**config.mk**
```make
export PLATFORM = sky130hd
export DESIGN_NAME = voice_alloc_flat
export DESIGN_NICKNAME = d
export VERILOG_FILES = /design/src/rtl/voice_alloc_pkg.sv /design/src/rtl/voice_alloc_if.sv /design/src/rtl/voice_age_tracker.sv /design/src/rtl/voice_alloc.sv /design/src/flat_wrapper.sv
export SDC_FILE = /design/constraint.sdc
export NUM_CORES = 1
export LEC_CHECK = 0
export BUFFER_PORTS_ARGS = -buffer_cell sky130_fd_sc_hd__buf_2
export CORE_ASPECT_RATIO = 2
export CORE_UTILIZATION = 35
export DETAILED_ROUTE_END_ITERATION = 10
export GPL_TIMING_DRIVEN = 0
export PLACE_DENSITY = 0.55
export SLEW_MARGIN = 20
export SYNTH_ARGS = -nofsm -noshare
export SYNTH_HDL_FRONTEND = slang
export SYNTH_SLANG_ARGS = --single-unit
```
**constraint.sdc**
```tcl
create_clock -name clk -period 3.1 [get_ports clk]
set_input_delay 0.31 -clock clk [delete_from_list [all_inputs] [get_ports clk]]
set_output_delay 0.31 -clock clk [all_outputs]
set_load 0.05 [all_outputs]
```
**src/rtl/voice_alloc_pkg.sv**
```systemverilog
// Shared definitions for the voice allocator and its neighbours (midi_rx, synth):
// FSM state enumeration and default note/velocity widths.
package voice_alloc_pkg;

    localparam int unsigned NOTE_WIDTH_DEF = 7;
    localparam int unsigned VEL_WIDTH_DEF  = 3;

    typedef enum logic [1:0] {
        ST_IDLE   = 2'd0,
        ST_LOOKUP = 2'd1,
        ST_COMMIT = 2'd2
    } va_state_e;

endpackage

```
**src/rtl/voice_alloc_if.sv**
```systemverilog
// Note event handshake between an event source (master) and the voice allocator (slave).
interface voice_alloc_if #(
    parameter int unsigned NOTE_WIDTH = voice_alloc_pkg::NOTE_WIDTH_DEF,
    parameter int unsigned VEL_WIDTH  = voice_alloc_pkg::VEL_WIDTH_DEF
) ();

    logic                  ev_valid;
    logic                  ev_ready;
    logic                  ev_on;
    logic [NOTE_WIDTH-1:0] ev_note;
    logic [VEL_WIDTH-1:0]  ev_vel;

    modport master (output ev_valid, ev_on, ev_note, ev_vel, input ev_ready);
    modport slave  (input ev_valid, ev_on, ev_note, ev_vel, output ev_ready);

endinterface

```
**src/rtl/voice_age_tracker.sv**
```systemverilog
// Per-slot age ranks (0 = most recently played); finds the oldest slot and
// promotes a slot to rank 0 while ageing every slot that was younger than it.
module voice_age_tracker #(
    parameter int unsigned NUM_VOICES = 8
) (
    input  logic                          clk,
    input  logic                          rst,
    input  logic                          promote,
    input  logic [$clog2(NUM_VOICES)-1:0] promote_slot,
    output logic [$clog2(NUM_VOICES)-1:0] oldest
);

    localparam int unsigned IW = $clog2(NUM_VOICES);

    logic [NUM_VOICES-1:0][IW-1:0] rank;
    logic [IW-1:0]                 promote_rank;

    assign promote_rank = rank[promote_slot];

    always_comb begin
        oldest = '0;
        for (int unsigned i = 0; i < NUM_VOICES; i++) begin
            if (rank[IW'(i)] == IW'(NUM_VOICES - 1)) oldest = IW'(i);
        end
    end

    always_ff @(posedge clk or negedge rst) begin
        if (!rst) begin
            for (int unsigned i = 0; i < NUM_VOICES; i++) rank[IW'(i)] <= IW'(i);
        end else if (promote) begin
            for (int unsigned i = 0; i < NUM_VOICES; i++) begin
                if (IW'(i) == promote_slot) begin
                    rank[IW'(i)] <= '0;
                end else if (rank[IW'(i)] < promote_rank) begin
                    rank[IW'(i)] <= rank[IW'(i)] + IW'(1);
                end
            end
        end
    end

endmodule

```
**src/rtl/voice_alloc.sv**
```systemverilog
// Polyphonic voice allocator: maps note-on/off events onto voice slots with
// retrigger, lowest-free allocation and oldest-voice stealing; panic kills all gates.
module voice_alloc
    import voice_alloc_pkg::*;
#(
    parameter int unsigned NUM_VOICES = 8,
    parameter int unsigned NOTE_WIDTH = NOTE_WIDTH_DEF,
    parameter int unsigned VEL_WIDTH  = VEL_WIDTH_DEF
) (
    input  logic                                  clk,
    input  logic                                  rst,
    voice_alloc_if.slave                          ev,
    input  logic                                  panic,
    output logic [NUM_VOICES-1:0]                 voice_on,
    output logic [NUM_VOICES-1:0][NOTE_WIDTH-1:0] voice_note,
    output logic [NUM_VOICES-1:0][VEL_WIDTH-1:0]  voice_vel,
    output logic                                  steal
);

    localparam int unsigned IW = $clog2(NUM_VOICES);

    localparam logic [1:0] IDLE   = ST_IDLE;
    localparam logic [1:0] LOOKUP = ST_LOOKUP;
    localparam logic [1:0] COMMIT = ST_COMMIT;

    logic [1:0]            state;
    logic                  running;
    logic                  lat_on;
    logic [NOTE_WIDTH-1:0] lat_note;
    logic [VEL_WIDTH-1:0]  lat_vel;

    logic                  lk_hit, lk_free;
    logic [IW-1:0]         lk_hit_idx, lk_free_idx, oldest;
    logic                  hit_ok, free_ok;
    logic [IW-1:0]         hit_idx, free_idx, old_idx, tgt;
    logic                  do_alloc;

    // running holds ev_ready low through reset and releases it on the first edge after
    assign ev.ev_ready = running && (state == IDLE) && !panic;

    always_comb begin
        lk_hit      = 1'b0;
        lk_hit_idx  = '0;
        lk_free     = 1'b0;
        lk_free_idx = '0;
        for (int unsigned i = 0; i < NUM_VOICES; i++) begin
            if (!lk_hit && voice_on[IW'(i)] && voice_note[IW'(i)] == lat_note) begin
                lk_hit     = 1'b1;
                lk_hit_idx = IW'(i);
            end
            if (!lk_free && !voice_on[IW'(i)]) begin
                lk_free     = 1'b1;
                lk_free_idx = IW'(i);
            end
        end
    end

    assign tgt      = hit_ok ? hit_idx : (free_ok ? free_idx : old_idx);
    assign do_alloc = (state == COMMIT) && !panic && lat_on;

    voice_age_tracker #(.NUM_VOICES(NUM_VOICES)) u_age (
        .clk          (clk),
        .rst          (rst),
        .promote      (do_alloc),
        .promote_slot (tgt),
        .oldest       (oldest)
    );

    always_ff @(posedge clk or negedge rst) begin
        if (!rst) begin
            state      <= IDLE;
            running    <= 1'b0;
            lat_on     <= 1'b0;
            lat_note   <= '0;
            lat_vel    <= '0;
            hit_ok     <= 1'b0;
            free_ok    <= 1'b0;
            hit_idx    <= '0;
            free_idx   <= '0;
            old_idx    <= '0;
            voice_on   <= '0;
            voice_note <= '0;
            voice_vel  <= '0;
            steal      <= 1'b0;
        end else begin
            running <= 1'b1;
            steal   <= 1'b0;
            if (panic) begin
                voice_on <= '0;
                state    <= IDLE;
            end else begin
                case (state)
                    IDLE: begin
                        if (ev.ev_valid && ev.ev_ready) begin
                            lat_on   <= ev.ev_on && (ev.ev_vel != '0);
                            lat_note <= ev.ev_note;
                            lat_vel  <= ev.ev_vel;
                            state    <= LOOKUP;
                        end
                    end
                    LOOKUP: begin
                        hit_ok   <= lk_hit;
                        hit_idx  <= lk_hit_idx;
                        free_ok  <= lk_free;
                        free_idx <= lk_free_idx;
                        old_idx  <= oldest;
                        state    <= COMMIT;
                    end
                    COMMIT: begin
                        if (lat_on) begin
                            voice_on[tgt]   <= 1'b1;
                            voice_note[tgt] <= lat_note;
                            voice_vel[tgt]  <= lat_vel;
                            steal           <= !hit_ok && !free_ok;
                        end else if (hit_ok) begin
                            voice_on[hit_idx] <= 1'b0;
                        end
                        state <= IDLE;
                    end
                    default: state <= IDLE;
                endcase
            end
        end
    end

endmodule
```
**src/flat_wrapper.sv**
```systemverilog
// flat-port wrapper written by rule: the top's interface ports become plain ports
module voice_alloc_flat import voice_alloc_pkg::*;
#(
    parameter int unsigned NUM_VOICES = 8,
    parameter int unsigned NOTE_WIDTH = NOTE_WIDTH_DEF,
    parameter int unsigned VEL_WIDTH  = VEL_WIDTH_DEF
)
  (clk, rst, panic, voice_on, voice_note, voice_vel, steal, ev_ev_valid, ev_ev_on, ev_ev_note, ev_ev_vel, ev_ev_ready);
  voice_alloc_if #(.NOTE_WIDTH(NOTE_WIDTH), .VEL_WIDTH(VEL_WIDTH)) ev_i ();
  input  logic clk;
  input  logic rst;
  input  logic panic;
  output logic [NUM_VOICES-1:0] voice_on;
  output logic [NUM_VOICES-1:0][NOTE_WIDTH-1:0] voice_note;
  output logic [NUM_VOICES-1:0][VEL_WIDTH-1:0] voice_vel;
  output logic steal;
  input wire logic [$bits(ev_i.ev_valid)-1:0] ev_ev_valid;
  input wire logic [$bits(ev_i.ev_on)-1:0] ev_ev_on;
  input wire logic [$bits(ev_i.ev_note)-1:0] ev_ev_note;
  input wire logic [$bits(ev_i.ev_vel)-1:0] ev_ev_vel;
  output wire logic [$bits(ev_i.ev_ready)-1:0] ev_ev_ready;
  assign ev_i.ev_valid = ev_ev_valid;
  assign ev_i.ev_on = ev_ev_on;
  assign ev_i.ev_note = ev_ev_note;
  assign ev_i.ev_vel = ev_ev_vel;
  assign ev_ev_ready = ev_i.ev_ready;
  voice_alloc #(.NUM_VOICES(NUM_VOICES), .NOTE_WIDTH(NOTE_WIDTH), .VEL_WIDTH(VEL_WIDTH)) u_core (.clk(clk), .rst(rst), .ev(ev_i), .panic(panic), .voice_on(voice_on), .voice_note(voice_note), .voice_vel(voice_vel), .steal(steal));
endmodule
```
# Yosys cells after proc, flatten, opt, wreduce, memory -nomap -nowiden
# Cells that the tools add are included.
# classes
add_sub_neg,8
order_cmp,12
eq_ne,25
muxes,77
bitwise_logic,4
reduce_logical,79
# ops
op,count
$mux W3,33
$bwmux W56,1
$eq A7 B7 Y1,8
$mux W8,4
$logic_and A1 B1 Y1,31
$add A3 B1 Y3 const B,8
$bwmux W24,1
$lt A3 B3 Y1,8
$mux W1,24
$logic_not A1 Y1,23
$demux W7 S3,1
$eq A3 B3 Y1 const B,7
$reduce_and A2 Y1,10
$reduce_bool A2 Y1,9
$mux W2,7
$eq A3 B3 Y1 const A,4
$bmux W3 S3,1
$demux W3 S3,1
$and A8 B8 Y8,1
$lt A3 B4 Y1 const B,2
$not A8 Y8,1
$or A8 B8 Y8,1
$mux W7,1
$demux W1 S3,2
other kinds (12),16
# totals
reg_bits,138
inputBits,15
out_inout_bits,90
elab_cells,241

# Depth between registers and ports, before layout
# Gate-level depths: netlist of the first run.
# depth
depth_word,31
depth_mapped,12
ltp_nobuf,10

# Modules after synthesis
# From an unflattened synthesis of the first run, not the netlist that was laid out.
# hier_totals
cells_unflattened,663
hier_area_um2,7305.8
# by_module_without_submodules
mod,n_inst,cells_each,area_per_inst_um2,seq_area_each_um2
voice_alloc,1,446,5278.8,2852.7
voice_age_tracker,1,217,2026.9,615.6

# Worst setup path before layout of the first run
# Ideal clock, no wire load.
# synth_path
path_type,reg-to-reg
startpoint,register u_core.free_ok
endpoint,register u_core.u_age.rank[14] in the netlist's numbering
setup_ns,0.075
arrival_time_ns,3.377
required_ns,3.025
setup_slack_ns,-0.352
stages_incl_launch_ff,12
n_path_buf,2
synth_period_minus_slack_ns,3.452
path_cell_list,dfrtp_1 > buf_6 > mux2i_1 > o21a_2 > buf_2 > mux4_2 > mux2i_1 > ha_1 > a211oi_1 > inv_1 > a31oi_1 > mux2i_1
# synth_between
elab_chain_len,7
word_cells_on_any_way,9
classes_between,order compare: 1; eq/ne: 1; mux: 5; reduce/logical: 2
# synth_rtl
item,line_no,rtl
"start, declared",voice_alloc.sv:34,"logic hit_ok, free_ok;"
"start signal, assigned",voice_alloc.sv:104,free_ok <= lk_free;
$mux W3 (*) (2 in series),voice_alloc.sv:58,assign tgt = hit_ok ? hit_idx : (free_ok ? free_idx : old_idx);
$bmux W3 S3,voice_age_tracker.sv:18,assign promote_rank = rank[promote_slot];
$mux W3 (not written as such),voice_age_tracker.sv:18,
$lt A3 B3 Y1,voice_age_tracker.sv:34,end else if (rank[IW'(i)] < promote_rank) begin
$reduce_bool A2 Y1 (no line),--,
$reduce_and A2 Y1 (no line),--,
"end signal, assigned by index",voice_age_tracker.sv:35,rank[IW'(i)] <= rank[IW'(i)] + IW'(1);
"end, declared",voice_age_tracker.sv:15,logic [NUM_VOICES-1:0][IW-1:0] rank;
# Mark *: on every way between the ends. The rest lies on a longest branch, timed or not. The select of a mux whose other input is x is not followed.
# A chain may end at the register's enable or synchronous reset.

# Final worst setup path of the first run
# layout_path
startpoint,register u_core.free_ok
endpoint,register u_core.u_age.rank[11] in the netlist's numbering
# Same word-level chain as after synthesis.

==> reports/results.txt, run 1 <==
synth unique cells -> 55
sequential fraction of the synthesis area -> 0.457
IO Port Bufs -> 104
Crit Path Class -> register to register
Clock Latency Late Sink -> 0.44 ns
most frequent cells in the layout -> nand2_1 (160), dfrtp_1 (125), buf_2 (111), mux2_2 (67), xnor2_1 (50)
Die Span Y -> 210 um
CTS tree -> yes
Overall Power -> 6.01 mW
Switching Share -> 0.325
Post-Synthesis Cells -> 733
# fillers -> 2028
HP Class -> primary input to register
asr flop ratio synth -> 1.00
status -> complete, no violations
Worst EP required -> 3.46 ns
P_int -> 4.05 mW
syn_nets -> 779
Synth Flop Type -> dfrtp_1
Util after Layout -> 0.461
CTS Buffer Depth -> 2
initial DRC count -> 243
CP max FO -> 8
M1 GR Usage -> 0.204
Die Footprint -> 22300 sq um
final WL -> 24.5 mm
fin. max-slew vios -> 0
gpl congestion -> 0.880
post-route insts no fill -> 1169
Initial Util -> 0.360
vias per cell -> 5.26
ANT cells -> 0
Max Cap Viol -> 0
Post-Route Skew -> 0.0109 ns
DP Wirelength -> 18.6 mm
Power Density -> 618 nW/um^2
PnR worst setup slack -> 0.0439 ns
Pleak -> 4.58 nW
Max-Slew Margin vs Limit -> 0.398
fmax -> 0.327 GHz
H-tree depth -> 4
fin nets -> 933
most common cell after layout, fill and taps aside -> nand2_1
GR Overflow Total -> 0
Routed WL per cell -> 20.9 um
first-pass GRT wire length -> 37.6 mm
Antenna Nets Post-Route -> 0
Sequential cell area -> 3470 sq um
Switch Pwr -> 1.96 mW
Hold Path Depth -> 3
startpoint type of the worst setup path -> register
residual DRC count -> 0
Placed Cells -> 1107
layout cells sized above 1 -> 0.350
Worst-path clk slew -> 0.06 ns
final setup fails -> 0
number of synthesized flops with an enable pin -> 0
Row Count -> 75
Hold Vio Cnt, Final -> 0
minimum clock period -> 3.06 ns
vias in the first global route -> 6536
Synth Area per Inst -> 10.4 sq um
Area Growth Syn to Fin -> 28.1%
synth warn -> 0
Cell Chain, Critical Path -> buf_6 > mux2i_4 > o21a_4 > buf_12 > mux4_2 > mux2i_4 > buf_6 > ha_4 > a211oi_2 > inv_1 > a31oi_4 > mux2i_1
area of the multi-input gates -> 4150 sq um
All-Layer GR Usage -> 0.231
initial antenna violation count -> 0
CP endpoint kind -> register
met3 usage -> 0.0374
fin area -> 9730 sq um
GR peak layer -> met2
unrepaired setup endpoints after global routing -> true
Core Area -> 21100 sq um
largest net degree at the start of global routing -> 96
pre-CTS WS -> -0.698 ns
Logic pwr share -> 0.266
clock root cell -> clkbuf_16
Sinks on Clock Net -> 138
Worst R2R Path Depth -> 12
Die W -> 106 um
DRT Pass-1 Iters -> 4
Synth Cell Area -> 7600 sq um
DR vias -> 6149
Tightest Pin Transition -> 0.896 ns
Area after DPL -> 8540 sq um
CTS Buf Count -> 17
Slowest-stage cell, CP -> mux4_2
Worst VDD drop -> 0.583 mV
CP peak stage delay -> 0.56 ns
GRT met2 Usage -> 0.447
# IOs -> 105
crit path DAT -> 3.42 ns
Seq pwr share -> 0.349
Period Utilization, post-route -> 0.986
register bit count reported by yosys -> 138
clock power share -> 0.385
[final timing paths]
kind                       slack [ns]               endpoint                 start
max reg2reg                      0.04  u_core.u_age.rank[11]        u_core.free_ok
max                              0.04  u_core.u_age.rank[11]        u_core.free_ok
max in group asynchronous        1.91  u_core.u_age.rank[14]                   rst
min                              0.06     u_core.lat_note[6]         ev_ev_note[6]
min in group asynchronous        0.35     u_core.lat_note[0]                   rst
min reg2reg                      0.47   u_core.voice_vel[11]  u_core.voice_vel[11]
[cell usage after synthesis (all sizes together) (5+ instances only)]
| cell type | n | area [sq um] |
|---|---|---|
| nand2 | 161 | 604 |
| a211oi | 8 | 60.1 |
| ha | 31 | 388 |
| a31oi | 11 | 68.8 |
| o21ai | 18 | 105 |
| nand4 | 17 | 106 |
| nor4 | 10 | 62.6 |
| mux2i | 21 | 210 |
| dfstp | 12 | 315 |
| a311oi | 10 | 158 |
| xor2 | 6 | 52.6 |
| xnor2 | 50 | 438 |
| inv | 20 | 75.1 |
| or3 | 7 | 53.8 |
| mux2 | 68 | 769 |
| dfrtp | 126 | 3150 |
| a21oi | 19 | 106 |
| o41ai | 9 | 86.3 |
| o2111ai | 5 | 43.8 |
| nand3 | 5 | 25.0 |
| clkbuf | 26 | 101 |
| nor2 | 33 | 124 |
| buf | 16 | 103 |
| nor3 | 5 | 25.0 |
[timing repair]
item / in CTS / in global routing
resized for setup: 28 / 25
endpoints found under the hold margin: 39 / 0
hold buffers: 1 / 0
setup endpoints to repair: 24 / 22
pin swaps: 8 / 17
buffers inserted: 14 / 16
[sequential cells by signal, summed over array words and instances, names as in the netlist, 2 cells and up]
| signal | cells |
|---|---|
| u_core.lat_vel | 3 |
| u_core.state | 2 |
| u_core.u_age.rank | 24 |
| u_core.hit_idx | 3 |
| u_core.voice_vel | 24 |
| u_core.voice_note | 56 |
| u_core.free_idx | 3 |
| u_core.voice_on | 8 |
| u_core.old_idx | 3 |
| u_core.lat_note | 7 |
[cell type report]
type                            count  share of cell area
Clock inverter                     10              0.0193
Inverter                           20             0.00771
Clock buffer                       22              0.0487
Sequential cell                   138               0.357
Buffer                             41              0.0238
Multi-Input combinational cell    533               0.427
Tap cell                          269              0.0346
Timing Repair Buffer              136              0.0827
[power by group through the flow]
| stage | sequential (mW) | clock [mW] | combinational (mW) |
|---|---|---|---|
| after detailed placement | 2.12 | 0 | 1.39 |
| final | 2.10 | 2.31 | 1.60 |
| after floorplan | 2.17 | 0 | 0.919 |
| after CTS | 2.09 | 2.35 | 1.54 |
| after global placement | 2.12 | 0 | 1.37 |
| after global routing | 2.11 | 2.42 | 1.75 |
[worst max-delay path: cells and delay by family (launching register included)]
| family | cells | cell delay [ns] |
|---|---|---|
| AOI/OAI and AO/OA | 3 | 0.60 |
| muxes | 4 | 1.26 |
| DFF | 1 | 0.34 |
| buffers and inverters | 4 | 0.54 |
| adders and majority gates | 1 | 0.22 |
[logic make-up after synthesis]
logic type | share of synthesized area
other | 0.000494
flip-flops | 0.457
AO/OA/AOI/OAI | 0.102
AND/OR/NAND/NOR | 0.148
XOR/XNOR | 0.0646
multiplexers | 0.141
buffers and inverters | 0.0367
adder cells (fa/ha/maj) | 0.0511
[routing by layer]
metal,vias to the layer above,wire length (um)
li1,2895,-
met1,3032,7860
met2,146,14100
met3,76,760
met4,0,1750
met5,-,0
[per-stage QoR]
| stage | TNS, ns | hold slack [ns] |
|---|---|---|
| 6_report | 0 | 0.0615 |
| 5_1_grt | -0.902 | 0.0655 |
| 4_1_cts | -0.0323 | 0.0464 |
| 3_5_place_dp | -11.40 | 0.232 |
| 3_3_place_gp | -56.10 | 0.458 |
| 2_1_floorplan | 0 | 0.0144 |
No activity file was read; power rests on OpenSTA's default activity.
==> inputs of run 2 (changes only) <==
- MAX_ROUTING_LAYER: default -> met4
==> run 2 against run 1 <==
  * Clock-buffer cell count unchanged
  * Worst setup slack better by 0.0051 ns
  * Routed wire length hardly changed
  * Clock skew down 0.0019 ns
  * Utilization did not move
  * Non-clock buffer count is the same
  * Critical path depth decreased by 1
==> reports/results.txt, run 2 (same netlist as run 1, synthesis figures left out) <==
status -> complete, no violations
Cell Chain, Critical Path -> buf_6 > mux2i_4 > o21a_4 > buf_12 > mux4_2 > mux2i_4 > buf_6 > ha_4 > a211o_1 > a31oi_4 > mux2i_1
Row Count -> 75 (unchanged)
clock root cell -> clkbuf_16
Reg with most FFs -> u_core.voice_note
residual DRC count -> 0 (unchanged)
CTS tree -> yes
final setup fails -> 0 (unchanged)
minimum clock period -> 3.05 ns (-0.00510 ns)
initial DRC count -> 204 (-16%)
Pleak -> 4.58 nW (unchanged)
GRT met2 Usage -> 0.446 (-0.000896)
initial antenna violation count -> 0 (unchanged)
All-Layer GR Usage -> 0.237 (+0.00655)
unrepaired setup endpoints after global routing -> true
M1 GR Usage -> 0.207 (+0.00258)
HP Class -> primary input to register
IO Port Bufs -> 104 (unchanged)
first-pass GRT wire length -> 37.6 mm (about the same)
crit path DAT -> 3.41 ns (about the same)
gpl congestion -> 0.895 (+1.7%)
R2R Path End -> u_core.u_age.rank[4]
CTS Buffer Depth -> 2 (unchanged)
CP peak stage delay -> 0.56 ns (about the same)
most common cell after layout, fill and taps aside -> nand2_1
Power Density -> 618 nW/um^2 (about the same)
Critical R2R Launch -> u_core.free_ok
Logic pwr share -> 0.266 (about the same)
Antenna Nets Post-Route -> 0 (unchanged)
P_int -> 4.05 mW (about the same)
# fillers -> 2028 (unchanged)
Slowest-stage cell, CP -> mux4_2
CP endpoint kind -> register
Seq pwr share -> 0.349 (about the same)
Tightest Pin Transition -> 0.905 ns (+0.00899 ns)
DP Wirelength -> 18.6 mm (unchanged)
fin. max-slew vios -> 0 (unchanged)
final WL -> 24.5 mm (about the same)
fmax -> 0.328 GHz (+0.17%)
Worst R2R Setup Slack -> 0.05 ns (about the same)
Util after Layout -> 0.461 (unchanged)
DRT Pass-1 Iters -> 4 (unchanged)
WP buf/inv -> 3 (-1)
Total Neg Setup Slack -> 0 ns (unchanged)
GR peak layer -> met2
vias in the first global route -> 6529 (-0.11%)
Largest delay share family, worst path -> multiplexers
H-tree depth -> 4 (unchanged)
Period Utilization, post-route -> 0.984 (-0.00165)
Die Span Y -> 210 um (unchanged)
Worst VDD drop -> 0.583 mV (-0.11%)
CTS Buf Count -> 17 (unchanged)
startpoint type of the worst setup path -> register
Core Area -> 21100 sq um (unchanged)
Switch Pwr -> 1.96 mW (about the same)
vias per cell -> 5.28 (+0.29%)
fin nets -> 933 (unchanged)
Worst R2R Path Depth -> 11 (-1)
Routed WL per cell -> 20.9 um (about the same)
sink of the worst hold path -> u_core.lat_note[1]
Initial Util -> 0.360 (unchanged)
Die Footprint -> 22300 sq um (unchanged)
Switching Share -> 0.325 (about the same)
most frequent cells in the layout -> nand2_1 (160), dfrtp_1 (125), buf_2 (111), mux2_2 (67), xnor2_1 (50)
# IOs -> 105 (unchanged)
met3 usage -> 0.0281 (-0.00928)
Sinks on Clock Net -> 138 (unchanged)
Post-Route Skew -> 0.00907 ns (-0.00188 ns)
Clock Latency Late Sink -> 0.44 ns (about the same)
ANT cells -> 0 (unchanged)
Die W -> 106 um (unchanged)
Area Growth Syn to Fin -> 28.1% (unchanged)
Overall Power -> 6.01 mW (about the same)
min-delay src -> ev_ev_note[1]
DR vias -> 6167 (+0.29%)
Worst-path clk slew -> 0.06 ns (about the same)
largest net degree at the start of global routing -> 96 (unchanged)
GR Overflow Total -> 0 (unchanged)
Hold Vio Cnt, Final -> 0 (unchanged)
Worst EP required -> 3.46 ns (about the same)
Max-Slew Margin vs Limit -> 0.392 (-0.00604)
clock power share -> 0.385 (about the same)
Hold Path Depth -> 3 (unchanged)
max reg flops -> 56 (unchanged)
Max Cap Viol -> 0 (unchanged)
layout cells sized above 1 -> 0.350 (unchanged)
Hold WS -> 0.0587 ns (-0.00280 ns)
CP max FO -> 8 (unchanged)
Crit Path Class -> register to register
top flop regs -> u_core.voice_note x56, u_core.u_age.rank x24, u_core.voice_vel x24
[run 2: cell counts in the layout (fill, tap and decap cells not counted)]
No cell type changed its count.
[run 2: layout make-up]
| class | count | area, sq um | share of cell area |
|---|---|---|---|
| sequential | 138 | 3470 | 0.357 |
| clock inverter | 10 | 188 | 0.0193 |
| clock buffer | 22 | 474 | 0.0487 |
| inverter | 20 | 75.1 | 0.00771 |
| tap | 269 | 337 | 0.0346 |
| buffer | 41 | 231 | 0.0238 |
| timing repair buffer | 136 | 805 | 0.0827 |
| multi-input combinational | 533 | 4150 | 0.427 |
[run 2: worst min-delay path: stages]
cell and delay, ns:
buf_2 0.07, nand2_1 0.04, nand2_1 0.04
[run 2: per-layer routing]
metal	vias to the layer above	share of wire
met4	0	0.075
met5	-	0
met2	160	0.58
met3	77	0.024
met1	3043	0.33
li1	2887	-
[run 2: timing repair]
item                                    in CTS  in global routing
gates resized for setup                     28                 25
endpoints found under the setup margin      24                 21
hold buffers                                 1                  0
hold endpoints to repair                    39                  0
setup buffers                               14                 16
pin swaps                                    8                 17
[run 2: stage by stage]
stage / std cells / worst slack [ns] / area, sq um
floorplan: 733 / 0.0216 / 7640
global placement: 1106 / -0.694 / 8500
detailed placement: 1107 / -0.698 / 8540
CTS: 1153 / -0.0193 / 9490
global route: 1169 / -0.0837 / 9730
finish: 1169 / 0.0490 / 9730
[run 2: power by group through the flow]
stage          Combinational (mW)  Sequential [mW]  Clock (mW)
3_5_place_dp                 1.39             2.12           0
3_3_place_gp                 1.37             2.12           0
2_1_floorplan               0.919             2.17           0
6_report                     1.60             2.10        2.31
5_1_grt                      1.75             2.11        2.41
4_1_cts                      1.54             2.09        2.35
[run 2: worst max-delay path by stage]
stage / from / endpoint / slack (ns) / cells after the start
6_report: u_core.free_ok / u_core.u_age.rank[4] / 0.05 / 11
5_1_grt: u_core.free_ok / u_core.u_age.rank[11] / -0.08 / 12
4_1_cts: u_core.free_ok / u_core.u_age.rank[4] / -0.02 / 11
3_5_place_dp: u_core.hit_ok / u_core.u_age.rank[2] / -0.70 / 10
3_3_place_gp: u_core.free_ok / u_core.u_age.rank[2] / -0.69 / 11
2_1_floorplan: u_core.free_ok / u_core.u_age.rank[7] / 0.02 / 10
==> inputs of run 3 (changes only) <==
- ABC_AREA: default -> 1
==> run 3 against run 2 <==
  * Combinational power up 51%
  * Register-to-register slack better by 0.26 ns
  * Sequential share of layout area up 2.6 points
  * Clock skew up 0.0015 ns
  * Largest power group is now combinational cells
  * Maximum frequency up 9.4%
  * First-iteration DRC count up 44%
  * Clock-buffer cell count unchanged
  * Worst hold slack better by 0.031 ns
  * Critical endpoint is now u_core.u_age.rank[11]
==> reports/results.txt, run 3 <==
status -> complete, no violations
top flop regs -> u_core.voice_note x56, u_core.u_age.rank x24, u_core.voice_vel x24
sequential fraction of the synthesis area -> 0.462 (+0.00586)
Post-Route Skew -> 0.0106 ns (+0.00153 ns)
Crit Path Class -> register to register
vias per cell -> 4.95 (-6.1%)
Die Footprint -> 22100 sq um (-1.3%)
synth unique cells -> 47 (-15%)
DP Wirelength -> 18.2 mm (-1.9%)
layout cells sized above 1 -> 0.208 (-0.142)
Antenna Nets Post-Route -> 0 (unchanged)
WP buf/inv -> 3 (unchanged)
CTS tree -> yes
ANT cells -> 0 (unchanged)
Die Span Y -> 209 um (-0.63%)
Slowest-stage cell, CP -> dfrtp_1
initial DRC count -> 293 (+44%)
Worst R2R Path Depth -> 16 (+5)
H-tree depth -> 4 (unchanged)
first-pass GRT wire length -> 37.0 mm (-1.5%)
initial antenna violation count -> 0 (unchanged)
Synth Cell Area -> 7500 sq um (-1.3%)
Worst-path clk slew -> 0.06 ns (about the same)
max reg flops -> 56 (unchanged)
post-synth top area cell -> dfrtp_1
Area after DPL -> 8400 sq um (-1.7%)
gpl congestion -> 0.877 (-2.0%)
vias in the first global route -> 6856 (+5.0%)
Hold Path Depth -> 3 (unchanged)
IO Port Bufs -> 104 (unchanged)
Max-Slew Margin vs Limit -> 0.484 (+0.0927)
asr flop ratio synth -> 1.00 (unchanged)
Clock Latency Late Sink -> 0.42 ns (-0.02 ns)
Row Count -> 75 (unchanged)
startpoint type of the worst setup path -> register
final WL -> 23.9 mm (-2.4%)
top cell types by occurrence after synthesis -> nand2_1 (282), dfrtp_1 (126), inv_1 (90)
Synth Area per Inst -> 7.93 sq um (-23%)
CP max FO -> 8 (unchanged)
Largest delay share family, worst path -> simple AND/OR/NAND/NOR gates
Tightest Pin Transition -> 0.773 ns (-0.131 ns)
GR Overflow Total -> 0 (unchanged)
Total Neg Setup Slack -> 0 ns (unchanged)
Die W -> 106 um (-0.63%)
most common cell after layout, fill and taps aside -> nand2_1
register bit count reported by yosys -> 138 (unchanged)
sink of the worst hold path -> u_core.lat_note[6]
Max Cap Viol -> 0 (unchanged)
Worst VDD drop -> 0.369 mV (-37%)
min-delay src -> ev_ev_note[6]
Routed WL per cell -> 17.6 um (-16%)
# IOs -> 105 (unchanged)
residual DRC count -> 0 (unchanged)
minimum clock period -> 2.79 ns (-0.262 ns)
fmax -> 0.358 GHz (+9.4%)
Post-Synthesis Cells -> 946 (+29%)
unrepaired setup endpoints after global routing -> false
Worst EP required -> 3.42 ns (-0.04 ns)
CP endpoint kind -> register
fin. max-slew vios -> 0 (unchanged)
HP Class -> primary input to register
CTS Buf Count -> 17 (unchanged)
most frequent cells in the layout -> nand2_1 (280), dfrtp_1 (126), buf_2 (122), inv_1 (90), o21ai_1 (69)
crit-path most repeated cell -> nand2_2
Overall Power -> 6.92 mW (+15%)
Core Area -> 21000 sq um (-0.44%)
Hold Vio Cnt, Final -> 0 (unchanged)
Synth area leaders -> dfrtp_1 (42%), nand2_1 (14%), ha_1 (5.2%)
Area Growth Syn to Fin -> 21.0%
CTS Buffer Depth -> 2 (unchanged)
fin nets -> 1119 (+20%)
Sinks on Clock Net -> 138 (unchanged)
syn_nets -> 992 (+27%)
largest net degree at the start of global routing -> 71 (-26%)
Reg with most FFs -> u_core.voice_note
synth warn -> 0 (unchanged)
number of synthesized flops with an enable pin -> 0 (unchanged)
Worst R2R Setup Slack -> 0.31 ns (+0.26 ns)
R2R Path End -> u_core.u_age.rank[11]
Cell Chain, Critical Path -> inv_4 > nand3_4 > nand2_4 > inv_2 > nand2_2 > nor2_1 > o41ai_1 > nand2_2 > buf_12 > ha_1 > a21oi_1 > nand2_1 > nand2_2 > nand2_2 > nand2_1 > nand2_1
CP peak stage delay -> 0.46 ns (-0.10 ns)
Pleak -> 4.76 nW (+3.9%)
top-count cell post-synth -> nand2_1
All-Layer GR Usage -> 0.233 (-0.00435)
Initial Util -> 0.357 (-0.00298)
clock root cell -> clkbuf_16
final setup fails -> 0 (unchanged)
fin area -> 9080 sq um (-6.7%)
Synth Flop Type -> dfrtp_1
DRT Pass-1 Iters -> 4 (unchanged)
DR vias -> 6699 (+8.6%)
Critical R2R Launch -> u_core.hit_ok
crit path DAT -> 3.10 ns (-0.31 ns)
Power Density -> 762 nW/um^2 (+23%)
Period Utilization, post-route -> 0.900 (-0.0844)
Synth top area share -> 0.420 (+0.00533)
-- run 3: cell types whose count changed in the layout (fill, tap and decap cells not counted), sizes merged, moves of 10 or more --
cell and change:
xor2 +10, nor2 +41, nand2 +137, mux2 -68, xnor2 -42, mux2i -21
buf -18, inv +80, o21ai +102, nor4 -10, clkbuf -15, nand3 +42
nand4 -12
-- run 3: cells by family after synthesis --
family,Yosys count,synth area share
simple gates,441,0.249
compound gates,174,0.131
flops,138,0.462
buf+inv,137,0.0777
fa+ha+maj,31,0.0517
xor+xnor,24,0.0280
other cells,1,0.000500
-- run 3: worst reg2reg max path, cell delays in order, from the launching register on --
cell and delay (ns):
dfrtp_1 0.46, inv_4 0.19, nand3_4 0.14, nand2_4 0.13, inv_2 0.06, nand2_2 0.12, nor2_1 0.07, o41ai_1 0.40
nand2_2 0.16, buf_12 0.16, ha_1 0.30, a21oi_1 0.15, nand2_1 0.08, nand2_2 0.10, nand2_2 0.07, nand2_1 0.07
nand2_1 0.04
-- run 3: cell type report --
type / instances / area (sq um)
plain buffers: 36 / 201
clock buffers: 22 / 454
clock inverters: 8 / 169
fillers: 2227 / 11900
inverters: 101 / 384
multi-input cells: 671 / 3470
flip-flops and latches: 138 / 3470
well taps: 269 / 337
repair buffers: 108 / 596
-- run 3: timing repair --
| item | 4_1_cts | 5_1_grt |
|---|---|---|
| setup endpoints to repair | 3 | 24 |
| resized for setup | 1 | 4 |
| buffers inserted | 2 | 0 |
| hold buffers | 1 | 0 |
| hold endpoints to repair | 63 | 0 |
| pin swaps | 1 | 0 |
-- run 3: power by group --
part | switching [mW] | internal [mW]
Combinational | 1.67 | 0.740
Clock | 0.765 | 1.44
Sequential | 0.250 | 2.06
Total | 2.68 | 4.24
-- run 3: per-stage QoR --
stage	hold slack, ns	setup slack (ns)	cells	util
global route	0.0944	0.0708	1353	0.432
CTS	0.0757	0.00119	1353	0.431
floorplan	0.0144	0.576	946	-
detailed placement	0.314	-0.104	1320	0.399
global placement	0.469	-0.397	1319	0.398
finish	0.0900	0.311	1353	0.432
-- run 3: worst max path at each step --
stage                         from                    end  slack, ns  cells after the start
floorplan            u_core.hit_ok   u_core.u_age.rank[0]       0.58                     13
detailed placement   u_core.hit_ok   u_core.u_age.rank[1]      -0.10                     13
finish               u_core.hit_ok  u_core.u_age.rank[11]       0.31                     16
global placement               rst   u_core.u_age.rank[8]      -0.40                      1
global route        u_core.free_ok  u_core.u_age.rank[23]       0.07                     17
CTS                  u_core.hit_ok   u_core.u_age.rank[0]      0.001                     15
-- run 3: metal layers --
| metal | vias up | routed length (um) | global-route usage |
|---|---|---|---|
| li1 | 3301 | - | - |
| met1 | 3204 | 8650 | 0.219 |
| met2 | 142 | 13700 | 0.450 |
| met3 | 52 | 535 | 0.0290 |
| met4 | 0 | 996 | 0.121 |
| met5 | - | 0 | - |
